[config.mk]
export PLATFORM = sky130hd
export DESIGN_NAME = multi_channel_timer_flat
export DESIGN_NICKNAME = d
export VERILOG_FILES = /design/src/rtl/multi_channel_timer_pkg.sv /design/src/rtl/multi_channel_timer_if.sv /design/src/rtl/multi_channel_timer_channel.sv /design/src/rtl/multi_channel_timer.sv /design/src/flat_wrapper.sv
export SDC_FILE = /design/constraint.sdc
export NUM_CORES = 1
export LEC_CHECK = 0
export ABC_CLOCK_PERIOD_IN_PS = 8600
export CAP_MARGIN = 10
export CELL_PAD_IN_SITES_DETAIL_PLACEMENT = 1
export CELL_PAD_IN_SITES_GLOBAL_PLACEMENT = 1
export CORE_UTILIZATION = 42
export CTS_CLUSTER_SIZE = 40
export DETAILED_ROUTE_END_ITERATION = 10
export GPL_TIMING_DRIVEN = 0
export HOLD_SLACK_MARGIN = 0.02
export PLACE_DENSITY = 0.86
export SLEW_MARGIN = 0
export SYNTH_ARGS = -nofsm -noshare
export SYNTH_HDL_FRONTEND = slang
export SYNTH_SLANG_ARGS = --single-unit
[constraint.sdc]
create_clock -name clk -period 8.6 [get_ports clk]
set_input_delay 1.72 -clock clk [delete_from_list [all_inputs] [get_ports clk]]
set_output_delay 1.72 -clock clk [all_outputs]
set_load 0.05 [all_outputs]
[src/rtl/multi_channel_timer_pkg.sv]
// multi_channel_timer_pkg: shared mode encodings, default divider and prescaler width helper
package multi_channel_timer_pkg;
  localparam logic MODE_WRAP = 1'b0;
  localparam logic MODE_STOP = 1'b1;
  localparam int DEFAULT_DIV = 50;
  function automatic int div_width(input int d);
    return (d > 1) ? $clog2(d) : 1;
  endfunction
endpackage

[src/rtl/multi_channel_timer_if.sv]
// multi_channel_timer_if: control and status bundle between a timer user and the timer
interface multi_channel_timer_if #(
  parameter int CH = 4,
  parameter int W  = 29
);
  logic            tick_en;
  logic [CH-1:0]   ch_run;
  logic [CH-1:0]   ch_clear;
  logic [CH-1:0]   ch_mode;
  logic [CH*W-1:0] ch_limit;
  logic            tick;
  logic [CH*W-1:0] ch_count;
  logic [CH-1:0]   ch_done;
  modport master (
    output tick_en, ch_run, ch_clear, ch_mode, ch_limit,
    input  tick, ch_count, ch_done
  );
  modport slave (
    input  tick_en, ch_run, ch_clear, ch_mode, ch_limit,
    output tick, ch_count, ch_done
  );
endinterface

[src/rtl/multi_channel_timer_channel.sv]
// timer_channel: one channel counter with clear/run/limit/mode priority and done pulse
module timer_channel
  import multi_channel_timer_pkg::*;
#(
  parameter int W = 29
) (
  input  logic         clk,
  input  logic         resetn,
  input  logic         adv,
  input  logic         clear,
  input  logic         mode,
  input  logic [W-1:0] limit,
  output logic [W-1:0] count,
  output logic         done
);
  logic [W-1:0] inc, n_count;
  logic         at_lim, idle, n_done;
  assign inc    = count + W'(1);
  assign at_lim = count >= limit;
  assign idle   = limit == '0;
  // next state in priority order: clear, no advance, idle limit, at/over limit, increment
  always_comb begin
    n_count = clear ? '0 : !adv ? count : idle ? '0 : at_lim ? (mode == MODE_WRAP ? '0 : count) : inc;
    n_done  = !clear && adv && !idle && !at_lim && inc == limit;
  end
  // count and done registers
  always_ff @(posedge clk or negedge resetn)
    if (!resetn) begin
      count <= '0;
      done  <= 1'b0;
    end else begin
      count <= n_count;
      done  <= n_done;
    end
endmodule

[src/rtl/multi_channel_timer.sv]
// multi_channel_timer: shared prescaler driving CH independent limit counters
module multi_channel_timer
  import multi_channel_timer_pkg::*;
#(
  parameter int CH  = 4,
  parameter int W   = 29,
  parameter int DIV = DEFAULT_DIV
) (
  input logic                   clk,
  input logic                   resetn,
  multi_channel_timer_if.slave  bus
);
  localparam int DIV_W = div_width(DIV);
  logic [DIV_W-1:0] presc;
  logic             last;
  logic [W-1:0]     cnt [CH];
  logic [CH-1:0]    done_v;
  assign last = presc == DIV_W'(DIV - 1);
  // prescaler and registered base tick; disabled cycles hold phase and emit no tick
  always_ff @(posedge clk or negedge resetn)
    if (!resetn) begin
      presc    <= '0;
      bus.tick <= 1'b0;
    end else if (bus.tick_en) begin
      presc    <= last ? '0 : presc + DIV_W'(1);
      bus.tick <= last;
    end else
      bus.tick <= 1'b0;
  for (genvar i = 0; i < CH; i++) begin : g_ch
    timer_channel #(.W(W)) u_ch (
      .clk    (clk),
      .resetn (resetn),
      .adv    (bus.tick & bus.ch_run[i]),
      .clear  (bus.ch_clear[i]),
      .mode   (bus.ch_mode[i]),
      .limit  (bus.ch_limit[i*W +: W]),
      .count  (cnt[i]),
      .done   (done_v[i])
    );
  end
  // pack per-channel counts onto the bus
  always_comb
    for (int k = 0; k < CH; k++) bus.ch_count[k*W +: W] = cnt[k];
  assign bus.ch_done = done_v;
endmodule

[src/flat_wrapper.sv]
// flat-port wrapper written by rule: the top's interface ports become plain ports
module multi_channel_timer_flat import multi_channel_timer_pkg::*;
#(
  parameter int CH  = 4,
  parameter int W   = 29,
  parameter int DIV = DEFAULT_DIV
)
  (clk, resetn, bus_tick_en, bus_ch_run, bus_ch_clear, bus_ch_mode, bus_ch_limit, bus_tick, bus_ch_count, bus_ch_done);
  multi_channel_timer_if #(.CH(CH), .W(W)) bus_i ();
  input logic clk;
  input logic resetn;
  input wire logic [$bits(bus_i.tick_en)-1:0] bus_tick_en;
  input wire logic [$bits(bus_i.ch_run)-1:0] bus_ch_run;
  input wire logic [$bits(bus_i.ch_clear)-1:0] bus_ch_clear;
  input wire logic [$bits(bus_i.ch_mode)-1:0] bus_ch_mode;
  input wire logic [$bits(bus_i.ch_limit)-1:0] bus_ch_limit;
  output wire logic [$bits(bus_i.tick)-1:0] bus_tick;
  output wire logic [$bits(bus_i.ch_count)-1:0] bus_ch_count;
  output wire logic [$bits(bus_i.ch_done)-1:0] bus_ch_done;
  assign bus_i.tick_en = bus_tick_en;
  assign bus_i.ch_run = bus_ch_run;
  assign bus_i.ch_clear = bus_ch_clear;
  assign bus_i.ch_mode = bus_ch_mode;
  assign bus_i.ch_limit = bus_ch_limit;
  assign bus_tick = bus_i.tick;
  assign bus_ch_count = bus_i.ch_count;
  assign bus_ch_done = bus_i.ch_done;
  multi_channel_timer #(.CH(CH), .W(W), .DIV(DIV)) u_core (.clk(clk), .resetn(resetn), .bus(bus_i));
endmodule
==> flow_summary.json <==
{
  "status": "completed",
  "fin_skew_ns": 0.0165,
  "r2r_end": "u_core.g_ch[3].u_ch.count[27]$_DFFE_PN0P_",
  "switching_share_pct": 29.1,
  "ios": 252,
  "grt_pass1_wl_um": 78800,
  "postCtsSetupBuffers": 0,
  "tightest_slew_ns": 1.08,
  "pwr-share-seq_pct": 36.6,
  "period_needed_ns": 5.60,
  "clockBufferDepth": 2,
  "relSlewSlack_pct": 27.3,
  "hold_buffers": 0,
  "timing.final.ws_setup_ns": 3.00,
  "antenna_found_initial": 1,
  "start_util_pct": 43.0,
  "area_growth_pct": 28.3,
  "core-area_mm2": 0.0299,
  "dpl.hpwl_um": 37800,
  "grt_pass1_vias": 14700,
  "syn_inst": 1637,
  "ys_top_cells_by_area": "dfrtp_1, ha_1, xnor2_1",
  "die-area_mm2": 0.0313,
  "first_pass_iters": 5,
  "p_clk_share_pct": 46.4,
  "slowest_stage": "or4_1",
  "leakagePower_nw": 7.01,
  "die_w_um": 177,
  "place_ws_ns": 2.70,
  "wl_per_cell_um": 21.3,
  "htree_levels": 4,
  "rsz0062_at_grt": "no",
  "antenna_cells": 0,
  "cts_buffers": 17,
  "routed_via_density": 6.07,
  "row_count": 63,
  "timing.rr.start": "u_core.g_ch[3].u_ch.count[26]$_DFFE_PN0P_",
  "slew_violations": 0,
  "synth_fp_nets": 1890,
  "gp_congestion": 0.895,
  "route.detailed.drc": 0,
  "wl_um": 49300,
  "power.internal_mw": 1.21,
  "drv_cap": 0,
  "synth_area_leader_cell": "dfrtp_1",
  "async_flop_share_pct": 100,
  "setup_viol": 0,
  "drt_iter0_markers": 927,
  "layout-drive-gt1-share_pct": 3.18,
  "critical_path.max_stage_delay_ns": 0.63,
  "end_kind": "register",
  "path_class": "in -> reg",
  "drtAntennaViolNets": 0,
  "path_common_cell": "clkbuf_1",
  "cts.sinks": 127,
  "cts_root_buf": "clkbuf_16",
  "p_per_area_mw_per_mm2": 104,
  "finalNonFillerCells": 2310,
  "grt_start_max_net_pins": 70,
  "max_freq_mhz": 179,
  "synth_top_area_share_pct": 24.7,
  "clock_latency_ns": 0.43,
  "critPathArrivalTime_ns": 5.88,
  "grt_util_all_layers_pct": 31.7,
  "cts-resized-gates": 0,
  "r2r_setup_slack_ns": 4.40,
  "p_sw_uw": 497,
  "min-delay-start": "u_core.presc[4]$_DFFE_PN0P_",
  "ir_worst_vdd_uv": 138,
  "dp_cells": 2278,
  "num-nets-final": 2160,
  "worstPathCellList": "clkdlybuf4s50_1 -> inv_1 -> ha_1 -> nand4_1 -> or4_1 -> a21o_1 -> a41oi_1 -> or3b_1 -> clkbuf_1 -> clkbuf_1 -> buf_1 -> o21ai_0",
  "grt.overflow.total": 0,
  "min_path_type": "reg -> reg",
  "synth_area_mm2": 0.0128,
  "hold_end": "u_core.presc[4]$_DFFE_PN0P_",
  "synth.distinct_cells": 70,
  "numPortBuffers": 250,
  "whs_path_depth": 1,
  "yosysWarnings": 0,
  "vias": 14000,
  "ys.flop_type": "dfrtp_1",
  "p_comb_share_pct": 17.0,
  "p_total_mw": 1.71,
  "path_max_fanout": 10,
  "seq_area_frac_synth_pct": 24.7,
  "avgSynthCellArea_um2": 7.85,
  "cts.clk_slew.worst_paths_ns": 0.06,
  "required_ns": 8.88,
  "finalHoldViolCount": 0,
  "start_kind": "input pin",
  "synth_edf_count": 0,
  "die_y_um": 177,
  "cts_tree": "built",
  "ys_ff_latch": 127,
  "ff2ff_path_depth": 10,
  "post-route-period-util_pct": 65.1
}
==> synthesized netlist by cell type, drive strengths merged, types with 4 or more instances <==
cell type	number
nand2	115
xnor2	127
nand4	53
or4	9
or3	7
inv	130
clkbuf	59
nand3b	5
nor2	91
o41ai	11
dfrtp	127
and3	24
nor3	50
a41oi	4
nand2b	16
ha	122
nor2b	34
and4	24
o2111ai	5
a21o	22
mux2i	13
xor2	40
a2111oi	4
a21oi	78
o21ai	175
buf	19
nor4	38
a211oi	10
a31oi	9
o31ai	67
nand3	81
o211ai	10
and2	8
o21bai	4
o21a	6
==> logic make-up (layout without fill, tap and decap cells) <==
logic type | Yosys count | count (layout) | synth area share, %
AOI/OAI and AO/OA | 432 | 432 | 20.8
xor gates and xnor gates | 167 | 167 | 11.4
adders and majority gates | 122 | 122 | 11.9
buffers and inverters | 208 | 491 | 6.29
DFF | 127 | 127 | 24.7
muxes | 14 | 14 | 1.10
and+or+nand+nor | 567 | 567 | 23.8
==> power by group through the flow <==
stage	Sequential, mW	Combinational [mW]	Clock, mW
global placement	0.636	0.272	0
finish	0.625	0.291	0.793
detailed placement	0.636	0.287	0
global route	0.628	0.316	0.821
floorplan	0.640	0.127	0
CTS	0.625	0.290	0.798
==> cell usage in the layout, fill, tap and decap left out, types with 40 or more instances in the layout <==
cell type	netlist	layout
a21oi_1	78	78
clkbuf_1	59	60
clkdlybuf4s50_1	0	249
dfrtp_1	127	127
ha_1	122	122
inv_1	130	130
nand2_1	115	115
nand3_1	78	78
nand4_1	51	51
nor2_1	91	91
nor3_1	48	48
o21ai_0	151	151
o31ai_1	67	67
xnor2_1	127	127
xor2_1	40	40
==> routing by layer <==
layer  up-vias  part of all wire, %  GRT usage (%)
li1       6503                    -              -
met1      6922                   43           40.4
met2       501                   49           55.2
met3       101                  5.3           3.89
met4         2                  2.4           10.5
met5         -                0.022              0
==> final cells by class <==
class                           instances  area (um2)
Sequential cell                       127        3180
Buffer                                 78         320
Tap cell                              390         488
Inverter                              130         488
Clock inverter                         12         160
Multi-Input combinational cell       1302        8860
Fill cell                            3707       13400
Timing Repair Buffer                  251        2530
Clock buffer                           20         457
==> how the worst max path moves through the flow <==
stage	from	cells past startpoint	slack, ns	to
after floorplan	bus_ch_limit[110]	11	4.40	u_core.g_ch[3].u_ch.count[23]$_DFFE_PN0P_
after global placement	resetn	1	-0.05	u_core.g_ch[1].u_ch.count[20]$_DFFE_PN0P_
after detailed placement	bus_ch_limit[115]	12	2.70	u_core.g_ch[3].u_ch.count[27]$_DFFE_PN0P_
after CTS	bus_ch_limit[115]	12	3.05	u_core.g_ch[3].u_ch.count[27]$_DFFE_PN0P_
after global routing	bus_ch_limit[113]	12	2.85	u_core.g_ch[3].u_ch.count[27]$_DFFE_PN0P_
final	bus_ch_limit[115]	12	3.00	u_core.g_ch[3].u_ch.count[27]$_DFFE_PN0P_
==> stage by stage <==
| stage | hold slack (ns) | cell area, um2 | setup TNS, ns | utilization [%] |
|---|---|---|---|---|
| CTS | 0.526 | 16500 | 0 | 55.2 |
| detailed placement | 0.518 | 15900 | 0 | 53.1 |
| global route | 0.550 | 16500 | 0 | 55.2 |
| floorplan | 0.479 | 12800 | 0 | - |
| global placement | 0.504 | 15800 | -4.54 | 53.0 |
| finish | 0.520 | 16500 | 0 | 55.2 |
==> flip-flops by register name (all words and copies together) (netlist names) <==
name and cells:
u_core.bus.tick 1, u_core.g_ch.u_ch.count 116, u_core.g_ch.u_ch.done 4, u_core.presc 6
==> critical path: cells and delay by family <==
kind / cells / cell delay, ns
and+or+nand+nor: 3 / 1.00
AOI/OAI and AO/OA: 3 / 0.70
adders and majority gates: 1 / 0.30
buffers and inverters: 5 / 2.14
No activity file was read; power rests on OpenSTA's default activity.
